### config.mk
export PLATFORM = sky130hd
export DESIGN_NAME = fc_argmax_flat
export DESIGN_NICKNAME = d
export VERILOG_FILES = /design/src/rtl/fc_argmax_if.sv /design/src/rtl/fc_argmax.sv /design/src/flat_wrapper.sv
export SDC_FILE = /design/constraint.sdc
export NUM_CORES = 2
export LEC_CHECK = 0
export CAP_MARGIN = 25
export CELL_PAD_IN_SITES_DETAIL_PLACEMENT = 1
export CELL_PAD_IN_SITES_GLOBAL_PLACEMENT = 1
export CORE_AREA = 3 3 457 459
export CTS_CLUSTER_DIAMETER = 40
export DETAILED_ROUTE_END_ITERATION = 16
export DIE_AREA = 0 0 460 462
export PLACE_DENSITY = 0.66
export SLEW_MARGIN = 20
export SYNTH_ARGS = -nofsm -noshare
export SYNTH_HDL_FRONTEND = slang
export SYNTH_SLANG_ARGS = --single-unit
### constraint.sdc
create_clock -name clk -period 62.2 [get_ports clk]
set_input_delay 6.22 -clock clk [delete_from_list [all_inputs] [get_ports clk]]
set_output_delay 6.22 -clock clk [all_outputs]
set_load 0.02 [all_outputs]
### src/rtl/fc_argmax_if.sv
// rtl/fc_argmax_if.sv - result handshake bundle between fc_argmax and its consumer
interface fc_argmax_if #(
  parameter int SCORE_WIDTH = 32
);
  logic [3:0]                    class_id;
  logic signed [SCORE_WIDTH-1:0] class_score;
  logic                          result_valid;
  logic                          result_ack;

  modport master (output class_id, class_score, result_valid, input result_ack);
  modport slave  (input class_id, class_score, result_valid, output result_ack);
endinterface

### src/rtl/fc_argmax.sv
// rtl/fc_argmax.sv - captures ten class scores on fc_done rise, scans for the max one per cycle
module fc_argmax #(
  parameter int DATA_WIDTH  = 113,
  parameter int SCORE_WIDTH = 32
) (
  input  logic                         clk,
  input  logic                         rst,
  input  logic                         fc_done,
  input  logic signed [DATA_WIDTH-1:0] prob_0,
  input  logic signed [DATA_WIDTH-1:0] prob_1,
  input  logic signed [DATA_WIDTH-1:0] prob_2,
  input  logic signed [DATA_WIDTH-1:0] prob_3,
  input  logic signed [DATA_WIDTH-1:0] prob_4,
  input  logic signed [DATA_WIDTH-1:0] prob_5,
  input  logic signed [DATA_WIDTH-1:0] prob_6,
  input  logic signed [DATA_WIDTH-1:0] prob_7,
  input  logic signed [DATA_WIDTH-1:0] prob_8,
  input  logic signed [DATA_WIDTH-1:0] prob_9,
  output logic                         busy,
  fc_argmax_if.master                  res
);

  typedef enum logic [1:0] {IDLE, SCAN, DONE} state_t;

  localparam logic signed [DATA_WIDTH-1:0] SAT_MAX =
    {{(DATA_WIDTH-SCORE_WIDTH+1){1'b0}}, {(SCORE_WIDTH-1){1'b1}}};
  localparam logic signed [DATA_WIDTH-1:0] SAT_MIN =
    {{(DATA_WIDTH-SCORE_WIDTH+1){1'b1}}, {(SCORE_WIDTH-1){1'b0}}};

  state_t state, state_next;
  logic   fc_done_q;
  logic   start;
  logic [3:0] idx;
  logic [3:0] best_idx;
  logic signed [DATA_WIDTH-1:0] best_val;
  logic signed [DATA_WIDTH-1:0] score [10];

  logic signed [DATA_WIDTH-1:0]  cand;
  logic                          cand_gt;
  logic signed [DATA_WIDTH-1:0]  final_val;
  logic [3:0]                    final_idx;
  logic signed [SCORE_WIDTH-1:0] sat_val;

  assign start = fc_done & ~fc_done_q;

  // Strictly-greater keeps the earliest index on ties.
  always_comb begin
    cand      = score[idx];
    cand_gt   = cand > best_val;
    final_val = cand_gt ? cand : best_val;
    final_idx = cand_gt ? idx : best_idx;
    if (final_val > SAT_MAX)
      sat_val = SAT_MAX[SCORE_WIDTH-1:0];
    else if (final_val < SAT_MIN)
      sat_val = SAT_MIN[SCORE_WIDTH-1:0];
    else
      sat_val = final_val[SCORE_WIDTH-1:0];
  end

  always_ff @(posedge clk) begin
    if (rst) state <= IDLE;
    else     state <= state_next;
  end

  always_comb begin
    state_next = state;
    case (state)
      IDLE:    if (start) state_next = SCAN;
      SCAN:    if (idx == 4'd9) state_next = DONE;
      DONE:    if (res.result_ack && res.result_valid) state_next = IDLE;
      default: state_next = IDLE;
    endcase
  end

  always_comb begin
    busy = (state != IDLE);
  end

  always_ff @(posedge clk) begin
    if (rst) begin
      fc_done_q        <= 1'b0;
      idx              <= 4'd0;
      best_val         <= '0;
      best_idx         <= 4'd0;
      res.class_id     <= 4'd0;
      res.class_score  <= '0;
      res.result_valid <= 1'b0;
    end else begin
      fc_done_q <= fc_done;
      case (state)
        IDLE: begin
          if (start) begin
            score[0] <= prob_0;
            score[1] <= prob_1;
            score[2] <= prob_2;
            score[3] <= prob_3;
            score[4] <= prob_4;
            score[5] <= prob_5;
            score[6] <= prob_6;
            score[7] <= prob_7;
            score[8] <= prob_8;
            score[9] <= prob_9;
            best_val <= prob_0;
            best_idx <= 4'd0;
            idx      <= 4'd1;
          end
        end
        SCAN: begin
          best_val <= final_val;
          best_idx <= final_idx;
          if (idx == 4'd9) begin
            idx              <= 4'd0;
            res.class_id     <= final_idx;
            res.class_score  <= sat_val;
            res.result_valid <= 1'b1;
          end else begin
            idx <= idx + 4'd1;
          end
        end
        DONE: begin
          if (res.result_ack && res.result_valid)
            res.result_valid <= 1'b0;
        end
        default: ;
      endcase
    end
  end

endmodule

### src/flat_wrapper.sv
// flat-port wrapper written by rule: the top's interface ports become plain ports
module fc_argmax_flat 
#(
  parameter int DATA_WIDTH  = 113,
  parameter int SCORE_WIDTH = 32
)
  (clk, rst, fc_done, prob_0, prob_1, prob_2, prob_3, prob_4, prob_5, prob_6, prob_7, prob_8, prob_9, busy, res_class_id, res_class_score, res_result_valid, res_result_ack);
  fc_argmax_if #(.SCORE_WIDTH(SCORE_WIDTH)) res_i ();
  input  logic clk;
  input  logic rst;
  input  logic fc_done;
  input  logic signed [DATA_WIDTH-1:0] prob_0;
  input  logic signed [DATA_WIDTH-1:0] prob_1;
  input  logic signed [DATA_WIDTH-1:0] prob_2;
  input  logic signed [DATA_WIDTH-1:0] prob_3;
  input  logic signed [DATA_WIDTH-1:0] prob_4;
  input  logic signed [DATA_WIDTH-1:0] prob_5;
  input  logic signed [DATA_WIDTH-1:0] prob_6;
  input  logic signed [DATA_WIDTH-1:0] prob_7;
  input  logic signed [DATA_WIDTH-1:0] prob_8;
  input  logic signed [DATA_WIDTH-1:0] prob_9;
  output logic busy;
  output wire logic [$bits(res_i.class_id)-1:0] res_class_id;
  output wire logic [$bits(res_i.class_score)-1:0] res_class_score;
  output wire logic [$bits(res_i.result_valid)-1:0] res_result_valid;
  input wire logic [$bits(res_i.result_ack)-1:0] res_result_ack;
  assign res_class_id = res_i.class_id;
  assign res_class_score = res_i.class_score;
  assign res_result_valid = res_i.result_valid;
  assign res_i.result_ack = res_result_ack;
  fc_argmax #(.DATA_WIDTH(DATA_WIDTH), .SCORE_WIDTH(SCORE_WIDTH)) u_core (.clk(clk), .rst(rst), .fc_done(fc_done), .prob_0(prob_0), .prob_1(prob_1), .prob_2(prob_2), .prob_3(prob_3), .prob_4(prob_4), .prob_5(prob_5), .prob_6(prob_6), .prob_7(prob_7), .prob_8(prob_8), .prob_9(prob_9), .busy(busy), .res(res_i));
endmodule
==> metrics.json <==
{
  "grt_pass1_vias": {"value": 38799},
  "detailroute.via_count": {"value": 36689},
  "yosys_register_bits": {"value": 1295},
  "synth.largest_area_cell": {"value": "edfxtp_1"},
  "postCtsResizedCells": {"value": 0},
  "drt_wirelength": {"value": 230900, "unit": "µm"},
  "clock_tree.buffer_depth": {"value": 3},
  "grt_max_degree": {"value": 169},
  "total_leakage_power": {"value": 0.02549, "unit": "µW"},
  "cts-buffers-inserted": {"value": 222},
  "irDropWorstVdd": {"value": 28.12, "unit": "µV"},
  "synth_flop_type": {"value": "edfxtp_1"},
  "fp.dieH": {"value": 462, "unit": "µm"},
  "finalSetupTns": {"value": 0, "unit": "ns"},
  "dpl.hpwl": {"value": 177800, "unit": "µm"},
  "timing.clock.skew": {"value": 0.08205, "unit": "ns"},
  "number_of_warning_messages_in_the_yosys_log": {"value": 0},
  "yosysTopAreaCellShare": {"value": 0.6328},
  "layout.nets": {"value": 5773},
  "timing.final.crit_period": {"value": 10.26, "unit": "ns"},
  "numPortBuffers": {"value": 1171},
  "grt_pass1_wl": {"value": 310300, "unit": "µm"},
  "grt.busiest_layer": {"value": "met2"},
  "r2r_end": {"value": "u_core.best_val[92]$_SDFFE_PP0P_"},
  "place.gp.congestion": {"value": 0.8560},
  "post-cts-setup-buffers": {"value": 0},
  "rr_worst_depth": {"value": 18},
  "h_tree_depth": {"value": 4},
  "clk-insertion-delay-late": {"value": 0.85, "unit": "ns"},
  "multi_input_area": {"value": 15210, "unit": "µm²"},
  "grt_util_met1": {"value": 0.2443},
  "maxSlewViolCount": {"value": 0},
  "drv.max_cap_violation_count": {"value": 0},
  "core-area": {"value": 204800, "unit": "µm²"},
  "first_iter_violations": {"value": 3543},
  "tritoncts": {"value": "yes"},
  "synth.distinct_cells": {"value": 58},
  "wire_per_inst": {"value": 31.01, "unit": "µm"},
  "synth_enable_flop_cells": {"value": 1130},
  "floorplan_die_area": {"value": 212500, "unit": "µm²"},
  "num-fill-cells": {"value": 20869},
  "mostFrequentLayoutCell": {"value": "clkdlybuf4s50_1"},
  "placement.setup.worst_slack": {"value": 50.88, "unit": "ns"},
  "crit_start_category": {"value": "flop"},
  "io_pins": {"value": 1172},
  "synth_sequential_area_ratio": {"value": 0.6944},
  "gr-usage-met2": {"value": 0.3708},
  "cts_sinks": {"value": 1295},
  "fmax": {"value": 97.47, "unit": "MHz"},
  "floorplan.initialDensity": {"value": 0.2619},
  "route.detailed.drc": {"value": 0},
  "cts.hold.buffers_added": {"value": 0},
  "drive_above_1_share": {"value": 0.1626},
  "cp_capture_type": {"value": "flop"},
  "postSynth.asyncResetShare": {"value": 0},
  "setup_repair_after_global_routing_missed_its_margin": {"value": "no"},
  "globalRoute.totalOverflow": {"value": 0},
  "reg2reg_setup_slack": {"value": 51.94, "unit": "ns"},
  "post_syn_instances": {"value": 3245},
  "min_delay_worst_endpoint": {"value": "u_core.best_idx[2]$_SDFFE_PP0P_"},
  "required": {"value": 62.86, "unit": "ns"},
  "cts.reportedPaths.clkPinSlew": {"value": 0.05, "unit": "ns"},
  "clock_tree.root_cell": {"value": "clkbuf_16"},
  "power.density": {"value": 33.85, "unit": "nW/µm²"},
  "synth.cell_area": {"value": 53630, "unit": "µm²"},
  "timing.hold.ws": {"value": 0.4782, "unit": "ns"},
  "min_from": {"value": "u_core.best_idx[2]$_SDFFE_PP0P_"},
  "outcome": {"value": "finished, final reports clean"},
  "mostFrequentLayoutCells": {"value": "clkdlybuf4s50_1, edfxtp_1, nor2_1"},
  "seq_area": {"value": 37250, "unit": "µm²"},
  "hold_violations": {"value": 0},
  "syn-num-nets": {"value": 4494},
  "worst-slew-pin-transition": {"value": 1.114, "unit": "ns"},
  "crit_path_max_fanout": {"value": 56},
  "grt_antenna_before_repair": {"value": 92},
  "drt-vias-per-instance": {"value": 4.927},
  "die_w": {"value": 460, "unit": "µm"},
  "hp-class": {"value": "flop to flop"},
  "detail_route.first_pass.iterations": {"value": 8},
  "grt_usage": {"value": 0.2093},
  "worst-endpoint-arrival": {"value": 10.92, "unit": "ns"},
  "worst_slack": {"value": 51.94, "unit": "ns"},
  "netlist_top_cells_area": {"value": "edfxtp_1, mux4_2, dfxtp_1, ha_1, mux2i_1"},
  "core.rowCount": {"value": 166},
  "max_slew_margin": {"value": 0.2575},
  "criticalPathCategory": {"value": "flop to flop"},
  "drtAntennaViolNets": {"value": 0},
  "synthToLayoutAreaGrowth": {"value": 42.90, "unit": "%"},
  "post_synth.cell_area_avg": {"value": 16.53, "unit": "µm²"},
  "final_number_of_setup_violating_endpoints": {"value": 0},
  "timing.final.crit_share": {"value": 0.1649},
  "holdPathStages": {"value": 2},
  "gr-usage-met3": {"value": 0.05888}
}
[Yosys cell counts, drive strengths merged, types with 72 or more instances]
cell type,n
edfxtp,1130
nor2,237
mux4,226
dfxtp,165
inv,119
nand2,118
ha,115
mux2i,112
clkbuf,111
a21oi,86
buf,77
nand4,77
a222oi,72
mux2,72
[how the worst max path moves through the flow]
stage | startpoint | endpoint | slack, ns
detailed placement | fc_done | u_core.score[2][81]$_DFFE_PP_ | 50.88
floorplan | fc_done | u_core.score[0][0]$_DFFE_PP_ | 5.48
global route | flop | u_core.best_val[32]$_SDFFE_PP0P_ | 51.49
global placement | fc_done | u_core.score[4][78]$_DFFE_PP_ | 50.94
finish | flop | u_core.best_val[92]$_SDFFE_PP0P_ | 51.94
CTS | fc_done | u_core.score[5][34]$_DFFE_PP_ | 51.76
[area by class of cell]
cell class | instances | area share
diodes | 36 | 0.001176
clock buffers | 255 | 0.07571
clock inverters | 167 | 0.02681
inverters | 119 | 0.005829
multi-input cells | 1643 | 0.1985
flip-flops and latches | 1295 | 0.4861
well taps | 2688 | 0.04389
repair buffers | 1243 | 0.1620
[registers in the layout, summed over array words and instances (netlist names), named ones only]
signal	cells
u_core.res.result_valid	1
u_core.res.class_id	4
u_core.best_val	113
u_core.res.class_score	32
u_core.fc_done_q	1
u_core.state	2
u_core.score	1130
u_core.best_idx	4
u_core.idx	4
[metal layers]
layer	vias up	part of all wire	routed length, µm
met2	1599	0.51	117200
met3	399	0.081	18670
met5	-	0.0010	233
met1	18936	0.38	87610
li1	15719	-	-
met4	36	0.031	7106
[cells by family (layout without fill, tap and decap cells)]
logic type | after synthesis | count (layout) | share of synthesized area
AND/OR/NAND/NOR | 629 | 629 | 0.05674
buffers and inverters | 307 | 1784 | 0.02394
adder cells (fa/ha/maj) | 115 | 115 | 0.02683
multiplexers | 410 | 410 | 0.1323
XOR/XNOR | 2 | 2 | 0.0003267
other | 0 | 36 | 0
flip-flops | 1295 | 1295 | 0.6944
AO/OA/AOI/OAI | 487 | 487 | 0.06547
[report_power, final]
| part | switching (µW) | leakage [µW] | total [µW] | internal (µW) |
|---|---|---|---|---|
| Sequential | 23.1 | 0.0118 | 1010 | 990 |
| Combinational | 162 | 0.00998 | 316 | 154 |
| Clock | 469 | 0.00374 | 1260 | 795 |
[critical path, stage by stage (launching register included)]
cell,delay (ns)
dfxtp_4,0.93
buf_4,0.69
buf_4,0.66
mux4_2,0.62
mux2i_1,0.76
mux2i_1,0.43
ha_1,0.46
nand4_1,0.15
nor4_2,0.79
nand4_1,0.18
o221a_1,0.28
and3_1,0.31
o2111ai_2,0.33
mux2i_4,0.79
buf_4,0.67
buf_4,0.74
nand2_4,0.57
o21ai_0,0.41
a31oi_1,0.07
[per-stage QoR]
step             util  area (µm²)  power, µW  instances
5_1_grt        0.3740       76590       2688       7429
6_report       0.3742       76630       2594       7446
3_5_place_dp   0.3348       68560       1348       6983
3_3_place_gp   0.3346       68520       1340       6982
2_1_floorplan       -       53630       1243       3245
4_1_cts        0.3731       76410       2624       7405
(Power assumes the default switching activity.)
